===== src/rtl/serial_shifter.sv =====
// Multi-cycle serial shifter: shifts a 32-bit operand one bit per clock (SLL/SRL/SRA/ROR).
// Define SERIAL_SHIFTER_ROR_EN to enable rotate-right on op=11; otherwise op=11 is a pass-through.
module serial_shifter #(
  parameter int unsigned SHAMT_W = 32
) (
  input  logic               clk,
  input  logic               reset,
  input  logic               start,
  input  logic [1:0]         op,
  input  logic [31:0]        data_in,
  input  logic [SHAMT_W-1:0] shamt,
  output logic [31:0]        data_out,
  output logic               busy,
  output logic               done
);

  typedef enum logic [1:0] {StIdle, StShift, StDone} state_e;

  state_e      state_q;
  logic [31:0] data_q;
  logic [4:0]  count_q;
  logic [1:0]  op_q;
  logic        busy_q;
  logic        done_q;
  logic [31:0] shift_d;
  logic        pass_d;

  // Upper shift-amount bits are don't-care.
  if (SHAMT_W > 5) begin : g_unused
    logic unused_shamt;
    assign unused_shamt = ^shamt[SHAMT_W-1:5];
  end

  always_comb begin
    shift_d = data_q;
    unique case (op_q)
      2'b00: shift_d = {data_q[30:0], 1'b0};
      2'b01: shift_d = {1'b0, data_q[31:1]};
      2'b10: shift_d = {data_q[31], data_q[31:1]};
      2'b11: begin
`ifdef SERIAL_SHIFTER_ROR_EN
        shift_d = {data_q[0], data_q[31:1]};
`else
        shift_d = data_q;
`endif
      end
      default: shift_d = data_q;
    endcase
  end

  // A start completes immediately when there is nothing to shift.
  always_comb begin
`ifdef SERIAL_SHIFTER_ROR_EN
    pass_d = (shamt[4:0] == 5'd0);
`else
    pass_d = (shamt[4:0] == 5'd0) || (op == 2'b11);
`endif
  end

  always_ff @(posedge clk) begin
    if (!reset) begin
      state_q <= StIdle;
      data_q  <= 32'h0;
      count_q <= 5'd0;
      op_q    <= 2'b00;
      busy_q  <= 1'b0;
      done_q  <= 1'b0;
    end else begin
      unique case (state_q)
        StIdle: begin
          if (start) begin
            data_q  <= data_in;
            count_q <= shamt[4:0];
            op_q    <= op;
            if (pass_d) begin
              state_q <= StDone;
              done_q  <= 1'b1;
            end else begin
              state_q <= StShift;
              busy_q  <= 1'b1;
            end
          end
        end
        StShift: begin
          data_q  <= shift_d;
          count_q <= count_q - 5'd1;
          if (count_q == 5'd1) begin
            state_q <= StDone;
            busy_q  <= 1'b0;
            done_q  <= 1'b1;
          end
        end
        StDone: begin
          state_q <= StIdle;
          done_q  <= 1'b0;
        end
        default: begin
          state_q <= StIdle;
          busy_q  <= 1'b0;
          done_q  <= 1'b0;
        end
      endcase
    end
  end

  assign data_out = data_q;
  assign busy     = busy_q;
  assign done     = done_q;

endmodule

===== config.mk =====
export PLATFORM = sky130hd
export DESIGN_NAME = serial_shifter
export DESIGN_NICKNAME = d
export VERILOG_FILES = /design/src/rtl/serial_shifter.sv
export SDC_FILE = /design/constraint.sdc
export NUM_CORES = 1
export LEC_CHECK = 0
export ABC_AREA = 0
export CAP_MARGIN = 5
export CELL_PAD_IN_SITES_DETAIL_PLACEMENT = 1
export CELL_PAD_IN_SITES_GLOBAL_PLACEMENT = 2
export CORE_MARGIN = 1
export CORE_UTILIZATION = 24
export DETAILED_ROUTE_END_ITERATION = 8
export PLACE_DENSITY_LB_ADDON = 0.05
export SLEW_MARGIN = 20
export SYNTH_ARGS = -nofsm -noshare
export SYNTH_HDL_FRONTEND = slang
export SYNTH_SLANG_ARGS = --single-unit

===== constraint.sdc =====
create_clock -name clk -period 2.4 [get_ports clk]
set_input_delay 0.72 -clock clk [delete_from_list [all_inputs] [get_ports clk]]
set_output_delay 0.72 -clock clk [all_outputs]
set_load 0.02 [all_outputs]

==> out/metrics.yaml <==
outcome:
  status: "complete, but fails checks"
  violations: "DRC"
route:
  routed_via_density: 5.25
  wirelength_mm: 7.80
  wl_per_cell_um: 17.5
  drt_iter0_drc: 80
  ant_nets: 0
  vias: 2345
  drc_errors: 4
  firstDrtPassIters: 6
cells_and_area:
  stdcell_area_sq_um: 3240
  drive_gt1_share_pct: 10.9
  antenna_cells: 0
  nets: 412
  syn_to_final_growth_pct: 45.6
  fill_cells: 1063
sta:
  max_freq_mhz: 468
  setup_viol: 0
  slew-limit-headroom_pct: 67.1
  clock_skew_ns: 0.00482
  rsz0062_at_grt: "false"
  post-route-period-util_pct: 89.0
  tightest_slew_ns: 0.494
  setup_tns_ns: 0
  hold_viol: 0
  slew_violations: 0
  post-route-min-period_ns: 2.13
synthesis:
  ys_top_cells_by_area: "dfxtp_1, a221oi_1, o31ai_1, a21oi_1, nand2_1"
  synth_seq_cells: 43
  synth_most_common_cell: "dfxtp_1"
  yosysSeqAreaShare_pct: 38.7
  ys_async_sr_fraction_pct: 0
  netlist-cell-type-count: 37
  synth-edff-count: 0
  syn_nets: 339
  syn-instance-count: 265
  netlist_top_cells_count: "dfxtp_1, a21oi_1, nand2_1"
  synth_top_area_cell: "dfxtp_1"
  syn_area_sq_um: 2230
  yosys_warnings: 0
  postSynthAreaPerCell_sq_um: 8.40
  ys.flop_type: "dfxtp_1"
  synth_top_area_share_pct: 38.7
pwr:
  powerDensity_nw_per_um2: 678
  power.total_mw: 2.20
  ir_drop_v: 0.000237
  p_leak_nw: 1.17
setup_path:
  critPathSlowestCell: "clkdlybuf4s50_1"
  crit_arrival_ns: 1.41
  path_max_fanout: 4
  criticalPathCategory: "reg -> out"
  cp_num_buf_inv: 1
  cp-end-kind: "output pin"
  worstSetupStartpointType: "flip-flop"
  cpLargestDelayFamily: "buffers and inverters"
  crit_required_ns: 1.68
  slowest_delay_ns: 0.65
  path_cells: "clkdlybuf4s50_1"
clock_tree:
  cts.clk_slew.worst_paths_ns: 0.09
  cts_tree: "yes"
  htree_num_levels: 2
  cts_buffer_depth: 2
  postCtsSetupRepairBufs: 0
  clk_latency_ns: 0.30
  postCtsHoldBufs: 0
  cts-root-buf: "clkbuf_8"
  post_cts_resized: 0
  cts_buffers: 5
  clock-sinks: 43
grt:
  grt_pass1_vias: 2436
  antenna_found_initial: 0
  grtUsageTotal_pct: 16.9
  grt_max_degree: 34
  grt_overflow: 0
  grt_pass1_wl_mm: 13.0
die:
  row_count: 34
  die_w_um: 98.3
  ios: 103
  core-area_sq_um: 8850
  die_area_sq_um: 9660
  start_util_pct: 25.2
  die_h_um: 98.3
placed_design:
  gp_congestion: 0.693
  dp_hpwl_mm: 5.33
  place_area_sq_um: 3160
  io_buffers: 75
min_path:
  hold_class: "reg -> reg"
run:
  maxCapViolations: 0
-- worst paths after layout --
path                            cells past startpoint  slack, ns      endpoint         start
worst max register to register                      6       0.69   data_out[8]       op_q[0]
worst min register to register                      2       0.48          busy          busy
worst min-delay path                                2       0.48          busy          busy
worst max-delay path                                1       0.27  data_out[13]  data_out[13]
-- sequential cells by signal (all words and copies together), names as in the netlist --
name	count
busy	1
state_q	2
done	1
count_q	5
op_q	2
data_out	32
-- cell families after synthesis --
| logic type | Yosys count | share of synthesized area (%) |
|---|---|---|
| flip-flops | 43 | 38.7 |
| adder cells (fa/ha/maj) | 5 | 2.81 |
| AO/OA/AOI/OAI | 114 | 36.5 |
| buffers and inverters | 35 | 6.69 |
| multiplexers | 3 | 1.41 |
| AND/OR/NAND/NOR | 65 | 13.9 |
-- final cells by class --
| class | count | area, sq um | share of cell area [%] |
|---|---|---|---|
| inverters | 10 | 37.5 | 1.16 |
| multi-input cells | 187 | 1230 | 37.9 |
| flip-flops and latches | 43 | 861 | 26.6 |
| well taps | 108 | 135 | 4.17 |
| clock inverters | 3 | 15.0 | 0.463 |
| repair buffers | 91 | 896 | 27.6 |
| clock buffers | 5 | 68.8 | 2.12 |
-- through the flow --
stage / worst slack [ns] / cells / hold slack, ns / util (%)
after global routing: 0.188 / 447 / 0.500 / 36.6
after CTS: 0.212 / 447 / 0.478 / 36.6
after detailed placement: 0.0144 / 439 / 0.462 / 35.7
after global placement: 0.0290 / 439 / 0.452 / 35.7
final: 0.265 / 447 / 0.477 / 36.6
after floorplan: 0.795 / 265 / 0.499 / -
-- per-layer routing --
metal  track usage [%]  up-vias  wire length (um)
li1                  -     1151                 -
met1              23.8     1140              3930
met2              27.0       47              3530
met3              2.65        7               276
met4              4.25        0                69
met5                 0        -                 0
-- report_power, final --
part | switching (mW) | total (mW) | internal [mW]
sequential | 0.125 | 0.940 | 0.816
combinational | 0.409 | 0.786 | 0.377
clock | 0.270 | 0.470 | 0.200
-- cells in the final DEF, fill, tap and decap left out, types with 3 or more instances in the layout --
master	netlist	final
clkdlybuf4s50_1	0	75
dfxtp_1	43	43
a21oi_1	38	37
nand2_1	35	35
a221oi_1	31	31
o31ai_1	30	30
buf_4	0	14
nor2_1	12	11
inv_1	9	9
ha_1	5	5
clkbuf_8	0	5
o21ai_0	3	3
clkinv_2	0	3
-- worst reg2reg max path: stages (launching register included) --
cell and delay [ns]:
dfxtp_1 0.40, inv_1 0.06, ha_1 0.32, nor2_2 0.11
buf_4 0.33, a221oi_1 0.15, o31ai_1 0.25
No activity file was read; power rests on OpenSTA's default activity.
